--- src/rtl/irrigation_display_pkg.sv ---
// Shared definitions for the irrigation controller's 7-segment display path:
// segment bit order, scan states and the segment codes the decoders emit.
package irrigation_display_pkg;

    localparam int NUM_DIGITS = 4;

    localparam logic [6:0] SEG_BLANK = 7'b0000000;

    // Bit positions inside a 7-bit segment code (bit6 = a ... bit0 = g)
    localparam int SEG_A = 6;
    localparam int SEG_B = 5;
    localparam int SEG_C = 4;
    localparam int SEG_D = 3;
    localparam int SEG_E = 2;
    localparam int SEG_F = 1;
    localparam int SEG_G = 0;

    typedef enum logic {BLANK, ON} scan_state_t;

    localparam logic [6:0] SEG_0    = 7'h7E;
    localparam logic [6:0] SEG_1    = 7'h30;
    localparam logic [6:0] SEG_2    = 7'h6D;
    localparam logic [6:0] SEG_3    = 7'h79;
    localparam logic [6:0] SEG_4    = 7'h33;
    localparam logic [6:0] SEG_5    = 7'h5B;
    localparam logic [6:0] SEG_6    = 7'h5F;
    localparam logic [6:0] SEG_7    = 7'h70;
    localparam logic [6:0] SEG_8    = 7'h7F;
    localparam logic [6:0] SEG_9    = 7'h7B;
    localparam logic [6:0] SEG_DASH = 7'h01;
    localparam logic [6:0] SEG_L    = 7'h0E;
    localparam logic [6:0] SEG_H    = 7'h37;

    // Board pins are common-anode, so a lit segment is driven low.
    function automatic logic [6:0] seg_to_pins(input logic [6:0] code);
        return ~code;
    endfunction

endpackage

--- src/rtl/display_scanner_slot_timer.sv ---
// Digit-slot timer: counts REFRESH_DIV cycles per slot and tracks whether the
// slot is still in its leading blank gap.
module slot_timer
    import irrigation_display_pkg::*;
#(
    parameter int REFRESH_DIV  = 12500,
    parameter int BLANK_CYCLES = 250
) (
    input  logic clk,
    input  logic reset,
    output logic slot_end,
    output logic in_blank
);

    localparam int CW = $clog2(REFRESH_DIV);

    logic [CW-1:0] count, count_next;
    scan_state_t   state, state_next;

    always_ff @(posedge clk) begin
        if (reset) begin
            count <= '0;
            state <= BLANK;
        end else begin
            count <= count_next;
            state <= state_next;
        end
    end

    // State follows the counter value it will hold next, keeping both aligned.
    always_comb begin
        slot_end   = (count == CW'(REFRESH_DIV - 1));
        count_next = slot_end ? '0 : count + CW'(1);
        state_next = (count_next < CW'(BLANK_CYCLES)) ? BLANK : ON;
        in_blank   = (state == BLANK);
    end

endmodule

--- src/rtl/display_scanner.sv ---
// Time-multiplexed 4-digit common-anode 7-segment driver with a double-buffered
// frame interface; new frames only take effect at the end of a digit4 slot.
module display_scanner
    import irrigation_display_pkg::*;
#(
    parameter int REFRESH_DIV  = 12500,
    parameter int BLANK_CYCLES = 250
) (
    input  logic       clk,
    input  logic       reset,
    input  logic       frame_valid,
    output logic       frame_ready,
    input  logic [6:0] seg_digit1,
    input  logic [6:0] seg_digit2,
    input  logic [6:0] seg_digit3,
    input  logic [6:0] seg_digit4,
    output logic       a,
    output logic       b,
    output logic       c,
    output logic       d,
    output logic       e,
    output logic       f,
    output logic       g,
    output logic       digit1,
    output logic       digit2,
    output logic       digit3,
    output logic       digit4
);

    logic                         slot_end;
    logic                         in_blank;
    logic [1:0]                   index;
    logic [NUM_DIGITS-1:0][6:0]   active;
    logic [NUM_DIGITS-1:0][6:0]   pending;
    logic                         pending_full, pending_full_next;
    logic                         accept, boundary, promote;
    logic [6:0]                   seg_q;
    logic [NUM_DIGITS-1:0]        dig_q;

    slot_timer #(
        .REFRESH_DIV  (REFRESH_DIV),
        .BLANK_CYCLES (BLANK_CYCLES)
    ) u_slot_timer (
        .clk      (clk),
        .reset    (reset),
        .slot_end (slot_end),
        .in_blank (in_blank)
    );

    // Ready is low whenever pending is full, so accept and promote never coincide.
    always_comb begin
        accept            = frame_valid && frame_ready;
        boundary          = slot_end && (index == 2'(NUM_DIGITS - 1));
        promote           = boundary && pending_full;
        pending_full_next = pending_full;
        if (promote)
            pending_full_next = 1'b0;
        if (accept)
            pending_full_next = 1'b1;
    end

    always_ff @(posedge clk) begin
        if (reset) begin
            index        <= '0;
            pending_full <= 1'b0;
            frame_ready  <= 1'b0;
            active       <= {NUM_DIGITS{SEG_BLANK}};
            seg_q        <= seg_to_pins(SEG_BLANK);
            dig_q        <= '1;
        end else begin
            if (slot_end)
                index <= index + 2'd1;
            pending_full <= pending_full_next;
            frame_ready  <= !pending_full_next;
            if (promote)
                active <= pending;
            seg_q <= in_blank ? seg_to_pins(SEG_BLANK) : seg_to_pins(active[index]);
            dig_q <= in_blank ? '1 : ~(NUM_DIGITS'(1) << index);
        end
    end

    always_ff @(posedge clk) begin
        if (accept)
            pending <= {seg_digit4, seg_digit3, seg_digit2, seg_digit1};
    end

    assign a = seg_q[SEG_A];
    assign b = seg_q[SEG_B];
    assign c = seg_q[SEG_C];
    assign d = seg_q[SEG_D];
    assign e = seg_q[SEG_E];
    assign f = seg_q[SEG_F];
    assign g = seg_q[SEG_G];

    assign digit1 = dig_q[0];
    assign digit2 = dig_q[1];
    assign digit3 = dig_q[2];
    assign digit4 = dig_q[3];

endmodule

--- config.mk ---
export PLATFORM = sky130hd
export DESIGN_NAME = display_scanner
export DESIGN_NICKNAME = d
export VERILOG_FILES = /design/src/rtl/irrigation_display_pkg.sv /design/src/rtl/display_scanner_slot_timer.sv /design/src/rtl/display_scanner.sv
export SDC_FILE = /design/constraint.sdc
export NUM_CORES = 1
export LEC_CHECK = 0
export BUFFER_PORTS_ARGS = -buffer_cell sky130_fd_sc_hd__buf_2
export CORE_MARGIN = 5
export CORE_UTILIZATION = 60
export CTS_BUF_LIST = sky130_fd_sc_hd__clkbuf_2 sky130_fd_sc_hd__clkbuf_4 sky130_fd_sc_hd__clkbuf_8
export DETAILED_ROUTE_END_ITERATION = 16
export GPL_TIMING_DRIVEN = 0
export PLACE_DENSITY = 0.82
export SLEW_MARGIN = 20
export SYNTH_ARGS = -nofsm -noshare
export SYNTH_HDL_FRONTEND = slang
export SYNTH_SLANG_ARGS = --single-unit
export TNS_END_PERCENT = 50
--- constraint.sdc ---
create_clock -name clk -period 6.1 [get_ports clk]
set_clock_uncertainty 0.15 [all_clocks]
set_input_delay 0 -clock clk [delete_from_list [all_inputs] [get_ports clk]]
set_output_delay 0 -clock clk [all_outputs]
set_load 0.01 [all_outputs]
# ---- After elaboration in Yosys (flattened, before gate mapping)
# Index checks and enable logic that the tools add are counted.
dict set report totals {
  input_bits 31
  elab_cells 36
  output_inout_bits 12
  regBits 86
}
dict set report op_classes {
  magnitude_cmp 2
  n_addsub 2
  n_bitwise 3
  shift 1
  n_mux 6
  eq_ne 2
  reduce_logical 5
}
# op count
set op_table {}
lappend op_table {{$add 14x1->14 const B} 1}
lappend op_table {{$bmux 7 s2} 1}
lappend op_table {{$eq 14x14->1 const B} 1}
lappend op_table {{$lt 14x8->1 const B} 1}
lappend op_table {{$mux 14} 1}
lappend op_table {{$mux 7} 1}
lappend op_table {{$not 7->7} 1}
lappend op_table {{$not 4->4} 1}
lappend op_table {{$shl 1x2->4 const A} 1}
lappend op_table {{$logic_and 1x1->1} 3}
lappend op_table {{$lt 2x3->1 const B} 1}
lappend op_table {{$mux 1} 3}
lappend op_table {{$add 2x1->2 const B} 1}
lappend op_table {{$eq 2x2->1 const B} 1}
lappend op_table {{$reduce_or 2->1} 1}
lappend op_table {{$logic_not 1->1} 1}
lappend op_table {{$not 1->1} 1}

# ---- Depth between registers and ports, before layout
dict set report depth {
  ltp_word 6
  depth_mapped 9
  ltp_nobuf 6
}

# ---- By module
# Synthesis repeated with hierarchy kept, for this count alone.
dict set report unflattened {
  cells_unflattened 307
  area_unflattened_um2 3741.1
}
# module seq_area_each_um2 instances cells_per_inst area_each_um2
set modules_own_cells {}
lappend modules_own_cells {display_scanner 1701.6 1 201 2761.4}
lappend modules_own_cells {slot_timer 300.3 1 106 979.7}

# ---- Worst setup path after synthesis
# Ideal clock, no wire load.
dict set report synth_path {
  kind {register to register}
  from {register u_slot_timer.count[2]}
  to {register active[0] (netlist bit)}
  t_arrival_ns 1.911
  setup_ns 0.132
  path_buffers 2
  synth_period_minus_slack_ns 2.194
  path_slack_ns 3.906
  required_ns 5.818
  stages_incl_launch_ff 8
  path_cell_list {dfxtp_1 buf_6 or4b_4 nor4_4 nand3_2 clkbuf_1 nand2_1 a21oi_1}
}
dict set report synth_between {
  elab_chain_len 3
}
# element line
set synth_rtl {}
lappend synth_rtl {{start, declared} display_scanner_slot_timer.sv:17} ;# logic [CW-1:0] count, count_next;
lappend synth_rtl {{start signal, assigned} display_scanner_slot_timer.sv:25} ;# count <= count_next;
lappend synth_rtl {{$eq 14x14->1} display_scanner_slot_timer.sv:32} ;# slot_end = (count == CW'(REFRESH_DIV - 1));
lappend synth_rtl {{$logic_and 1x1->1} display_scanner.sv:53} ;# boundary = slot_end && (index == 2'(NUM_DIGITS - 1));
lappend synth_rtl {{$logic_and 1x1->1} display_scanner.sv:54} ;# promote = boundary && pending_full;
lappend synth_rtl {{end signal, assigned} display_scanner.sv:67} ;# active <= {NUM_DIGITS{SEG_BLANK}};
lappend synth_rtl {{end signal, assigned} display_scanner.sv:76} ;# active <= pending;
lappend synth_rtl {{end, declared} display_scanner.sv:33} ;# logic [NUM_DIGITS-1:0][6:0] active;
# Every way passes these cells.
# A chain may end at the register's enable or synchronous reset.

# ---- Final worst setup path
dict set report layout_path {
  from {register u_slot_timer.count[0]}
  to {register active[12] (netlist bit)}
}
# The elaborated chain is that of the path after synthesis.

==> reports/metrics.csv <==
metric;value;unit
status;finished clean;
synthDistinctLibCells;36;
fp.dieH;84.3;um
diodes;0;
ys_seq_area_share;60.4;%
setup_viol;0;
ctsHoldBuffers;29;
synthFlopType;dfxtp_1;
fill_cells;352;
cts_made_buffers;9;
leakage;1.44;nW
insertion_delay;0.36;ns
yosysTopAreaCellShare;35.0;%
period_share;42.6;%
power.density;268;nW/um^2
start_util;60.9;%
worstSetupPathType;reg2reg;
rsz0062_at_grt;false;
maxCapViolCount;0;
synth_edf_count;28;
syn_area_per_cell;10.7;um^2
setup_tns;0;ns
vdd_drop_max;0.253;mV
placementRows;27;
post-dp-hpwl;4.15;mm
slew_violations;0;
synth_fp_nets;345;
worstMarginPinSlew;0.698;ns
final_nets;427;
core_area;5440;um^2
synthTopCellsByArea;dfxtp_1, edfxtp_1, nand2_1, a21oi_1, mux4_2;
hold_violations;0;
clk_pin_slew;0.09;ns
syn_area;3310;um^2
postCtsSetupRepairBufs;0;
drive_gt1_share;19.7;%
post_cts_resized;0;
route.detailed.drc;0;
ant_nets;0;
vias_per_cell;5.38;
first_global_vias;2570;
cts_sinks;86;
setup_ws;3.50;ns
die_w;84.3;um
synthCells;309;
synthArstFlopShare;0;%
num_vias;2517;
area_delta_synth_final;24.7;%
dp_worst_setup_slack;3.58;ns
synth_warnings;0;
drt_wl_total;7.06;mm
fmax;385;MHz
place.gp.congestion;0.900;
tritoncts;yes;
yosysMostFrequentCell;nand2_1;
synth_area_leader_cell;dfxtp_1;
drt_iter0_markers;161;
clockBufferDepth;2;
ys_top_cells_by_count;nand2_1, dfxtp_1, a21oi_1;
die_area;7110;um^2
required;6.17;ns
start_kind;flop;
cp_data_arrival_time;2.67;ns
hold_class;in2reg;
num_io_pins;43;
cts_htree_levels;3;
ys_ff_latch;86;
portBuffers;42;
grt_pass1_wl;11.9;mm
ctsRootBufferMaster;clkbuf_8;
path_max_fanout;10;
firstDrtPassIters;4;
wl_per_cell;15.1;um
min_period;2.60;ns
antenna_found_initial;0;
grt_max_degree;30;
relSlewSlack;53.5;%
track_usage;21.4;%
overflow;0;
cp-end-kind;flop;
state kept, by name, summed over array words and instances, names as in the netlist:
| name | count |
|---|---|
| dig_q | 4 |
| active | 28 |
| u_slot_timer.state | 1 |
| u_slot_timer.count | 14 |
| frame_ready | 1 |
| pending | 28 |
| pending_full | 1 |
| seg_q | 7 |
| index | 2 |
final cells by class:
type | instances | area [um^2] | area share, %
buffer | 18 | 100 | 2.42
clock buffer | 11 | 145 | 3.51
clock inverter | 5 | 81.3 | 1.97
inverter | 5 | 18.8 | 0.454
multi-input combinational | 200 | 1190 | 28.9
sequential | 86 | 2000 | 48.5
tap | 72 | 90.1 | 2.18
timing repair buffer | 71 | 500 | 12.1
power breakdown:
group	switching, mW	internal [mW]	total (mW)
combinational	0.0229	0.0249	0.0478
sequential	0.00499	0.603	0.608
clock	0.202	0.247	0.449
worst max-delay path: stages, from the launching register on:
cell	delay (ns)
dfxtp_1	0.41
ha_1	0.17
clkbuf_1	0.32
nand4b_1	0.22
nor4_4	0.36
nand3_2	0.28
clkbuf_1	0.32
nand2_1	0.15
a21oi_1	0.08
cell families (layout without fill, tap and decap cells):
family	Yosys count	count (layout)	synth area share, %
compound gates	43	43	7.10
xor+xnor	12	12	3.17
fa+ha+maj	5	5	1.89
buf+inv	23	110	3.59
flops	86	86	60.4
mux	10	10	5.70
simple gates	130	130	18.1
metal layers:
layer / vias up / track usage (%) / part of all wire (%)
met5: - / 0 / 0
met2: 80 / 36.1 / 51
met1: 1195 / 25.7 / 41
met3: 17 / 4.61 / 5.3
li1: 1225 / - / -
met4: 0 / 11.1 / 2.7
cell usage in the layout, fill, tap and decap left out, types with 3 or more instances in the layout:
cell type / instances
buf_6: 4
dfxtp_1: 58
ha_1: 5
buf_2: 44
nand3_1: 8
or3_1: 3
o21ai_0: 3
mux4_2: 7
nor2b_1: 3
xnor2_1: 9
and3_1: 4
nand2_1: 75
clkbuf_8: 10
a21oi_1: 32
dlygate4sd3_1: 29
clkbuf_1: 12
nor3_1: 5
inv_1: 5
edfxtp_1: 28
xor2_1: 3
nor2_1: 18
final timing paths:
kind | slack (ns) | cells after the start | end | from
min reg2reg | 0.31 | 2 | active[14] | active[14]
min | 0.19 | 2 | pending[25] | seg_digit4[4]
max reg2reg | 3.50 | 8 | active[12] | u_slot_timer.count[0]
max | 3.50 | 8 | active[12] | u_slot_timer.count[0]
through the flow:
step / hold WS [ns] / cell area (um^2) / power, mW / instances / utilization (%)
final: 0.194 / 4130 / 1.11 / 468 / 76.0
after detailed placement: 0.0281 / 3610 / 0.653 / 423 / 66.5
after global routing: 0.200 / 4130 / 1.14 / 468 / 76.0
after CTS: 0.192 / 4130 / 1.10 / 468 / 76.0
after global placement: 0.0263 / 3610 / 0.652 / 423 / 66.4
after floorplan: -0.0511 / 3310 / 0.637 / 309 / -
No activity file was read; power rests on OpenSTA's default activity.
